==> src/rtl/float_mult_pipe_if.sv <==
// Handshake bundle for the pipelined float multiplier: operand channel in,
// product channel out, each with its own valid/ready pair.
interface float_mult_pipe_if #(
    parameter int W     = 16,
    parameter int TAG_W = 4
);
    logic             in_valid;
    logic             in_ready;
    logic [W-1:0]     in_a;
    logic [W-1:0]     in_b;
    logic [TAG_W-1:0] in_tag;
    logic             out_valid;
    logic             out_ready;
    logic [W-1:0]     out_p;
    logic [TAG_W-1:0] out_tag;
    logic [2:0]       out_flags;

    modport master (
        output in_valid, in_a, in_b, in_tag, out_ready,
        input  in_ready, out_valid, out_p, out_tag, out_flags
    );

    modport slave (
        input  in_valid, in_a, in_b, in_tag, out_ready,
        output in_ready, out_valid, out_p, out_tag, out_flags
    );
endinterface

==> src/rtl/float_mult_pipe.sv <==
// Three-stage floating-point multiplier with valid/ready backpressure.
// S1 decodes and classifies, S2 multiplies significands, S3 normalises,
// rounds to nearest-even, handles specials and packs the result.
// Subnormal inputs are flushed to signed zero; no subnormal outputs.
module float_mult_pipe #(
    parameter int EXP_W = 5,
    parameter int MAN_W = 10,
    parameter int SAT   = 0,
    parameter int TAG_W = 4
) (
    input  logic             clk,
    input  logic             rst_n,
    float_mult_pipe_if.slave bus
);
    localparam int W      = 1 + EXP_W + MAN_W;
    localparam int EW     = EXP_W + 2;
    localparam int PW     = 2*MAN_W + 2;
    localparam int STAGES = 3;
    localparam logic signed [EW-1:0] BIAS_S = EW'((1 << (EXP_W-1)) - 1);
    localparam logic signed [EW-1:0] EMAX_S = EW'((1 << EXP_W) - 1);

    typedef enum logic [1:0] {SP_NONE, SP_NAN, SP_INF, SP_ZERO} spec_e;

    // pipeline control
    logic [STAGES:1]       r_vld_pipe;
    logic                  w_adv;
    logic                  w_take;

    // S1 decode
    logic [EXP_W-1:0]      w_ea, w_eb;
    logic [MAN_W-1:0]      w_ma, w_mb;
    logic                  w_za, w_zb, w_ia, w_ib, w_na, w_nb;
    spec_e                 w_spec;
    logic signed [EW-1:0]  w_esum;

    logic                  r_s1_sign;
    logic signed [EW-1:0]  r_s1_exp;
    logic [MAN_W:0]        r_s1_ma, r_s1_mb;
    spec_e                 r_s1_spec;
    logic [TAG_W-1:0]      r_s1_tag;

    // S2 product
    logic                  r_s2_sign;
    logic signed [EW-1:0]  r_s2_exp;
    logic [PW-1:0]         r_s2_prod;
    spec_e                 r_s2_spec;
    logic [TAG_W-1:0]      r_s2_tag;

    // S3 normalise / round / pack
    logic                  w_shift;
    logic [PW-2:0]         w_norm;
    logic [MAN_W-1:0]      w_man;
    logic                  w_guard, w_sticky, w_rnd_up;
    logic [MAN_W:0]        w_man_r;
    logic signed [EW-1:0]  w_exp_r;
    logic                  w_ovf, w_unf;
    logic [W-1:0]          w_p;
    logic [2:0]            w_flags;

    logic [W-1:0]          r_out_p;
    logic [TAG_W-1:0]      r_out_tag;
    logic [2:0]            r_out_flags;

    // every stage moves together; a stalled output freezes the whole pipe
    assign w_adv        = !r_vld_pipe[STAGES] || bus.out_ready;
    assign w_take       = bus.in_valid && w_adv;
    assign bus.in_ready = w_adv;

    assign w_ea = bus.in_a[W-2 -: EXP_W];
    assign w_eb = bus.in_b[W-2 -: EXP_W];
    assign w_ma = bus.in_a[MAN_W-1:0];
    assign w_mb = bus.in_b[MAN_W-1:0];
    assign w_za = (w_ea == '0);
    assign w_zb = (w_eb == '0);
    assign w_ia = (&w_ea) && (w_ma == '0);
    assign w_ib = (&w_eb) && (w_mb == '0);
    assign w_na = (&w_ea) && (w_ma != '0);
    assign w_nb = (&w_eb) && (w_mb != '0);
    assign w_esum = $signed({2'b00, w_ea}) + $signed({2'b00, w_eb}) - BIAS_S;

    // special-case classification in priority order: NaN, inf, zero
    always_comb begin
        w_spec = SP_NONE;
        if (w_na || w_nb || (w_ia && w_zb) || (w_ib && w_za)) w_spec = SP_NAN;
        else if (w_ia || w_ib)                               w_spec = SP_INF;
        else if (w_za || w_zb)                               w_spec = SP_ZERO;
    end

    // stage valid bits shift forward on each advance; bubbles travel as 0
    always_ff @(posedge clk or negedge rst_n) begin
        if (!rst_n)     r_vld_pipe <= '0;
        else if (w_adv) r_vld_pipe <= {r_vld_pipe[STAGES-1:1], w_take};
    end

    // S1: capture sign, exponent sum, significands with hidden bit, class
    always_ff @(posedge clk or negedge rst_n) begin
        if (!rst_n) begin
            r_s1_sign <= 1'b0;
            r_s1_exp  <= '0;
            r_s1_ma   <= '0;
            r_s1_mb   <= '0;
            r_s1_spec <= SP_NONE;
            r_s1_tag  <= '0;
        end else if (w_take) begin
            r_s1_sign <= bus.in_a[W-1] ^ bus.in_b[W-1];
            r_s1_exp  <= w_esum;
            r_s1_ma   <= {1'b1, w_ma};
            r_s1_mb   <= {1'b1, w_mb};
            r_s1_spec <= w_spec;
            r_s1_tag  <= bus.in_tag;
        end
    end

    // S2: full-width significand product, value in [1,4)
    always_ff @(posedge clk or negedge rst_n) begin
        if (!rst_n) begin
            r_s2_sign <= 1'b0;
            r_s2_exp  <= '0;
            r_s2_prod <= '0;
            r_s2_spec <= SP_NONE;
            r_s2_tag  <= '0;
        end else if (w_adv && r_vld_pipe[1]) begin
            r_s2_sign <= r_s1_sign;
            r_s2_exp  <= r_s1_exp;
            r_s2_prod <= PW'(r_s1_ma) * PW'(r_s1_mb);
            r_s2_spec <= r_s1_spec;
            r_s2_tag  <= r_s1_tag;
        end
    end

    // align so the leading one sits just above the kept mantissa bits
    assign w_shift  = r_s2_prod[PW-1];
    assign w_norm   = w_shift ? r_s2_prod[PW-2:0] : {r_s2_prod[PW-3:0], 1'b0};
    assign w_man    = w_norm[PW-2 -: MAN_W];
    assign w_guard  = w_norm[MAN_W];
    assign w_sticky = |w_norm[MAN_W-1:0];
    assign w_rnd_up = w_guard && (w_sticky || w_man[0]);
    // a carry out of the mantissa leaves the low bits zero, only bumping E
    assign w_man_r  = {1'b0, w_man} + {{MAN_W{1'b0}}, w_rnd_up};
    assign w_exp_r  = r_s2_exp + EW'(w_shift) + EW'(w_man_r[MAN_W]);
    assign w_ovf    = !w_exp_r[EW-1] && (w_exp_r >= EMAX_S);
    assign w_unf    = w_exp_r[EW-1] || (w_exp_r == '0);

    // result packing and flags {invalid, overflow, underflow}
    always_comb begin
        w_p     = {r_s2_sign, w_exp_r[EXP_W-1:0], w_man_r[MAN_W-1:0]};
        w_flags = 3'b000;
        case (r_s2_spec)
            SP_NAN: begin
                w_p     = {1'b0, {EXP_W{1'b1}}, 1'b1, {(MAN_W-1){1'b0}}};
                w_flags = 3'b100;
            end
            SP_INF:  w_p = {r_s2_sign, {EXP_W{1'b1}}, {MAN_W{1'b0}}};
            SP_ZERO: w_p = {r_s2_sign, {(W-1){1'b0}}};
            default: begin
                if (w_ovf) begin
                    w_flags = 3'b010;
                    if (SAT != 0) w_p = {r_s2_sign, {(EXP_W-1){1'b1}}, 1'b0, {MAN_W{1'b1}}};
                    else          w_p = {r_s2_sign, {EXP_W{1'b1}}, {MAN_W{1'b0}}};
                end else if (w_unf) begin
                    w_flags = 3'b001;
                    w_p     = {r_s2_sign, {(W-1){1'b0}}};
                end
            end
        endcase
    end

    // S3: output registers, held while downstream stalls
    always_ff @(posedge clk or negedge rst_n) begin
        if (!rst_n) begin
            r_out_p     <= '0;
            r_out_tag   <= '0;
            r_out_flags <= '0;
        end else if (w_adv && r_vld_pipe[2]) begin
            r_out_p     <= w_p;
            r_out_tag   <= r_s2_tag;
            r_out_flags <= w_flags;
        end
    end

    assign bus.out_valid = r_vld_pipe[STAGES];
    assign bus.out_p     = r_out_p;
    assign bus.out_tag   = r_out_tag;
    assign bus.out_flags = r_out_flags;
endmodule

==> src/flat_wrapper.sv <==
// flat-port wrapper written by rule: the top's interface ports become plain ports
module float_mult_pipe_flat 
#(
    parameter int EXP_W = 5,
    parameter int MAN_W = 10,
    parameter int SAT   = 0,
    parameter int TAG_W = 4
)
  (clk, rst_n, bus_in_valid, bus_in_a, bus_in_b, bus_in_tag, bus_out_ready, bus_in_ready, bus_out_valid, bus_out_p, bus_out_tag, bus_out_flags);
  float_mult_pipe_if #(.W(16), .TAG_W(TAG_W)) bus_i ();
  input  logic clk;
  input  logic rst_n;
  input wire logic [$bits(bus_i.in_valid)-1:0] bus_in_valid;
  input wire logic [$bits(bus_i.in_a)-1:0] bus_in_a;
  input wire logic [$bits(bus_i.in_b)-1:0] bus_in_b;
  input wire logic [$bits(bus_i.in_tag)-1:0] bus_in_tag;
  input wire logic [$bits(bus_i.out_ready)-1:0] bus_out_ready;
  output wire logic [$bits(bus_i.in_ready)-1:0] bus_in_ready;
  output wire logic [$bits(bus_i.out_valid)-1:0] bus_out_valid;
  output wire logic [$bits(bus_i.out_p)-1:0] bus_out_p;
  output wire logic [$bits(bus_i.out_tag)-1:0] bus_out_tag;
  output wire logic [$bits(bus_i.out_flags)-1:0] bus_out_flags;
  assign bus_i.in_valid = bus_in_valid;
  assign bus_i.in_a = bus_in_a;
  assign bus_i.in_b = bus_in_b;
  assign bus_i.in_tag = bus_in_tag;
  assign bus_i.out_ready = bus_out_ready;
  assign bus_in_ready = bus_i.in_ready;
  assign bus_out_valid = bus_i.out_valid;
  assign bus_out_p = bus_i.out_p;
  assign bus_out_tag = bus_i.out_tag;
  assign bus_out_flags = bus_i.out_flags;
  float_mult_pipe #(.EXP_W(EXP_W), .MAN_W(MAN_W), .SAT(SAT), .TAG_W(TAG_W)) u_core (.clk(clk), .rst_n(rst_n), .bus(bus_i));
endmodule
==> config.mk <==
export PLATFORM = sky130hd
export DESIGN_NAME = float_mult_pipe_flat
export DESIGN_NICKNAME = d
export VERILOG_FILES = /design/src/rtl/float_mult_pipe_if.sv /design/src/rtl/float_mult_pipe.sv /design/src/flat_wrapper.sv
export SDC_FILE = /design/constraint.sdc
export NUM_CORES = 1
export LEC_CHECK = 0
export ABC_CLOCK_PERIOD_IN_PS = 6700
export BUFFER_PORTS_ARGS = -buffer_cell sky130_fd_sc_hd__buf_4
export CAP_MARGIN = 20
export CORE_MARGIN = 1
export CORE_UTILIZATION = 40
export CTS_BUF_LIST = sky130_fd_sc_hd__clkbuf_4 sky130_fd_sc_hd__clkbuf_8
export DETAILED_ROUTE_END_ITERATION = 12
export GPL_TIMING_DRIVEN = 0
export PLACE_DENSITY = 0.53
export SYNTH_ARGS = -nofsm -noshare
export SYNTH_HDL_FRONTEND = slang
export SYNTH_SLANG_ARGS = --single-unit
==> constraint.sdc <==
create_clock -name clk -period 6.7 [get_ports clk]
set_input_delay 0.67 -clock clk [delete_from_list [all_inputs] [get_ports clk]]
set_output_delay 0.67 -clock clk [all_outputs]
set_load 0.1 [all_outputs]
==> impl_metrics.ini <==
[run_status]
status = complete, no violations

[final_layout]
n_antenna_cell = 0
layout-drive-gt1-share_pct = 11.5
finish.net_count = 1231
area_growth_pct = 12.2

[clock_tree]
htree_levels = 3
cts_buffers = 9
cts_setup_buffers = 0
clock-root-buffer = clkbuf_8
clock_sinks = 97
cts_resized = 0
clk_latency_ns = 0.40
hold_buffers = 0
clk_pin_slew_ns = 0.12
cts_tree = built
ctsLongestPathBuffers = 2

[critical_path]
crit_chain = clkbuf_1, nand2_1, fa_1, inv_1, fa_1, inv_1, fa_1, inv_1, fa_1, inv_1, fa_1, inv_1, ha_1, a21oi_1, o21ai_0, o21ai_2, or4b_1, o211ai_2
slowest_stage = fa_1
crit_path_start_kind = register
reg2reg_depth = 18
required_ns = 7.03
regToRegStartpoint = u_core.r_s1_mb[4]
path_class = register to register
endpoint = u_core.r_s2_prod[14]
cp_max_fo = 10
rrSetupSlack_ns = 1.03
crit_path_max_incr_delay_ns = 0.56
rr_endpoint = u_core.r_s2_prod[14]
worstPathArrival_ns = 6.00
startpoint = u_core.r_s1_mb[4]
cp-end-kind = register
path_depth = 18
crit_family = adder cells
cp_num_buf_inv = 6

[floorplanning]
ioPinCount = 65
die_h_um = 150
die_x_um = 150
core_area_mm2 = 0.0213
die-area_mm2 = 0.0226
rows = 53
start_util_pct = 41.3

[grt]
antenna_found_initial = 0
grt_pass1_wl_mm = 33.6
grt_pass1_vias = 6493
grt_remaining_overflow = 0
grt_usage_pct = 19.2
grt_max_degree = 53

[logic_synthesis]
synth_top_area_share_pct = 27.6
syn_area_mm2 = 0.00879
synthFlopType = dfrtp_1
yosys.cell_types.count = 59
ys_top_cells_by_count = nand2_1, inv_1, dfrtp_1
ys_warn_count = 0
synth.avg_cell_area_um2 = 9.15
syn_inst = 961
synth_edf_count = 0
async_flop_share_pct = 100
synthTopCellsByArea = dfrtp_1, fa_1, ha_1
yosysMostFrequentCell = nand2_1
synth_area_leader_cell = dfrtp_1
synth.ff_latch_count = 97
synth_nets = 1155
yosysSeqAreaShare_pct = 27.6

[timing]
max_freq_mhz = 176
slew_headroom_pct = 39.0
fin_crit_sh_pct = 84.6
period_minus_slack_ns = 5.67
drv_slew = 0
fin_worst_skew_ns = 0.0173
setup_violations = 0
worst_pin_slew_ns = 0.906
setup_tns_ns = 0
grt_setup_unrepaired = no
hold_viol = 0

[detailed_routing]
drc = 0
routed_via_density = 4.88
ant_nets = 0
wire_per_inst_um = 15.1
drtPass1Iterations = 4
drtIter0Drc = 235
finalWirelength_mm = 20.0
vias = 6431

[placement]
numPortBuffers = 64
dp_hpwl_mm = 16.0
globalplace.congestion = 0.813

[min_path]
hp-class = input port to async pin

[run]
drv_cap = 0
-- flip-flops by register name, indices dropped and copies added, names as in the netlist --
name	cells
u_core.bus.out_tag	4
u_core.r_s2_tag	4
u_core.r_s2_exp	7
u_core.r_vld_pipe	3
u_core.r_s1_sign	1
u_core.r_s1_tag	4
u_core.bus.out_flags	3
u_core.bus.out_p	16
u_core.r_s2_spec	2
u_core.r_s2_prod	22
u_core.r_s1_exp	7
u_core.r_s1_spec	2
u_core.r_s1_mb	11
u_core.r_s1_ma	10
u_core.r_s2_sign	1
-- how the worst min path moves through the flow --
stage	from	to	slack, ns	cells past startpoint
2_1_floorplan	rst_n	u_core.bus.out_flags[0]	0.37	0
3_3_place_gp	u_core.r_s2_tag[2]	u_core.bus.out_tag[2]	0.45	2
3_5_place_dp	u_core.r_s2_tag[2]	u_core.bus.out_tag[2]	0.45	2
4_1_cts	rst_n	u_core.bus.out_flags[1]	0.26	1
5_1_grt	rst_n	u_core.bus.out_flags[1]	0.28	1
6_report	rst_n	u_core.bus.out_flags[1]	0.26	1
-- cell type report --
class / count / area, um2
sequential: 97 / 2430
multi-input combinational: 699 / 5740
clock buffer: 9 / 124
buffer: 45 / 175
clock inverter: 7 / 93.8
tap: 275 / 344
inverter: 120 / 450
timing repair buffer: 65 / 508
fill: 2103 / 11400
-- metal layers --
metal	wire [um]	share of wire (%)	track usage (%)	vias up
met3	488	2.4	2.61	12
met5	0	0	0	-
met4	214	1.1	5.20	0
met2	8840	44	29.7	83
met1	10400	52	28.0	3075
li1	-	-	-	3261
-- cell usage in the layout (no fill, tap or decap), drive strengths merged, types with 5 or more instances in the layout --
cell / Yosys / routed
inv: 120 / 123
nor2b: 5 / 5
clkbuf: 37 / 46
xnor2: 19 / 19
and3: 14 / 14
o211ai: 10 / 10
o21ai: 36 / 36
nand3: 22 / 22
ha: 72 / 72
dfrtp: 97 / 97
mux2: 27 / 27
nand2: 175 / 175
buf: 8 / 73
a21oi: 30 / 30
nor4: 7 / 7
fa: 82 / 82
and2: 65 / 65
o21a: 6 / 6
nor2: 26 / 26
mux2i: 9 / 9
a22o: 8 / 8
nand2b: 11 / 11
xor2: 18 / 18
nor3: 7 / 7
-- cell families (layout without fill, tap and decap cells) --
family                   Yosys count  after routing  synth area share, %
XOR/XNOR                          37             37                 3.68
flip-flops                        97             97                 27.6
AND/OR/NAND/NOR                  351            351                 19.3
AO/OA/AOI/OAI                    121            121                 8.95
adder cells (fa/ha/maj)          154            154                 28.9
buffers and inverters            165            246                 7.11
multiplexers                      36             36                 4.48
-- stage by stage --
| stage | hold WS [ns] | area [um2] | utilization (%) | instances | setup slack, ns |
|---|---|---|---|---|---|
| CTS | 0.263 | 9860 | 46.3 | 1317 | 1.00 |
| finish | 0.261 | 9860 | 46.3 | 1317 | 1.03 |
| global placement | 0.447 | 9620 | 45.2 | 1300 | 1.06 |
| detailed placement | 0.449 | 9650 | 45.3 | 1301 | 1.03 |
| global route | 0.276 | 9860 | 46.3 | 1317 | 0.706 |
| floorplan | 0.374 | 8790 | - | 961 | 1.69 |
Power is not shown: default switching activity piles up to over one toggle a cycle in this logic, so the estimate is an artifact.
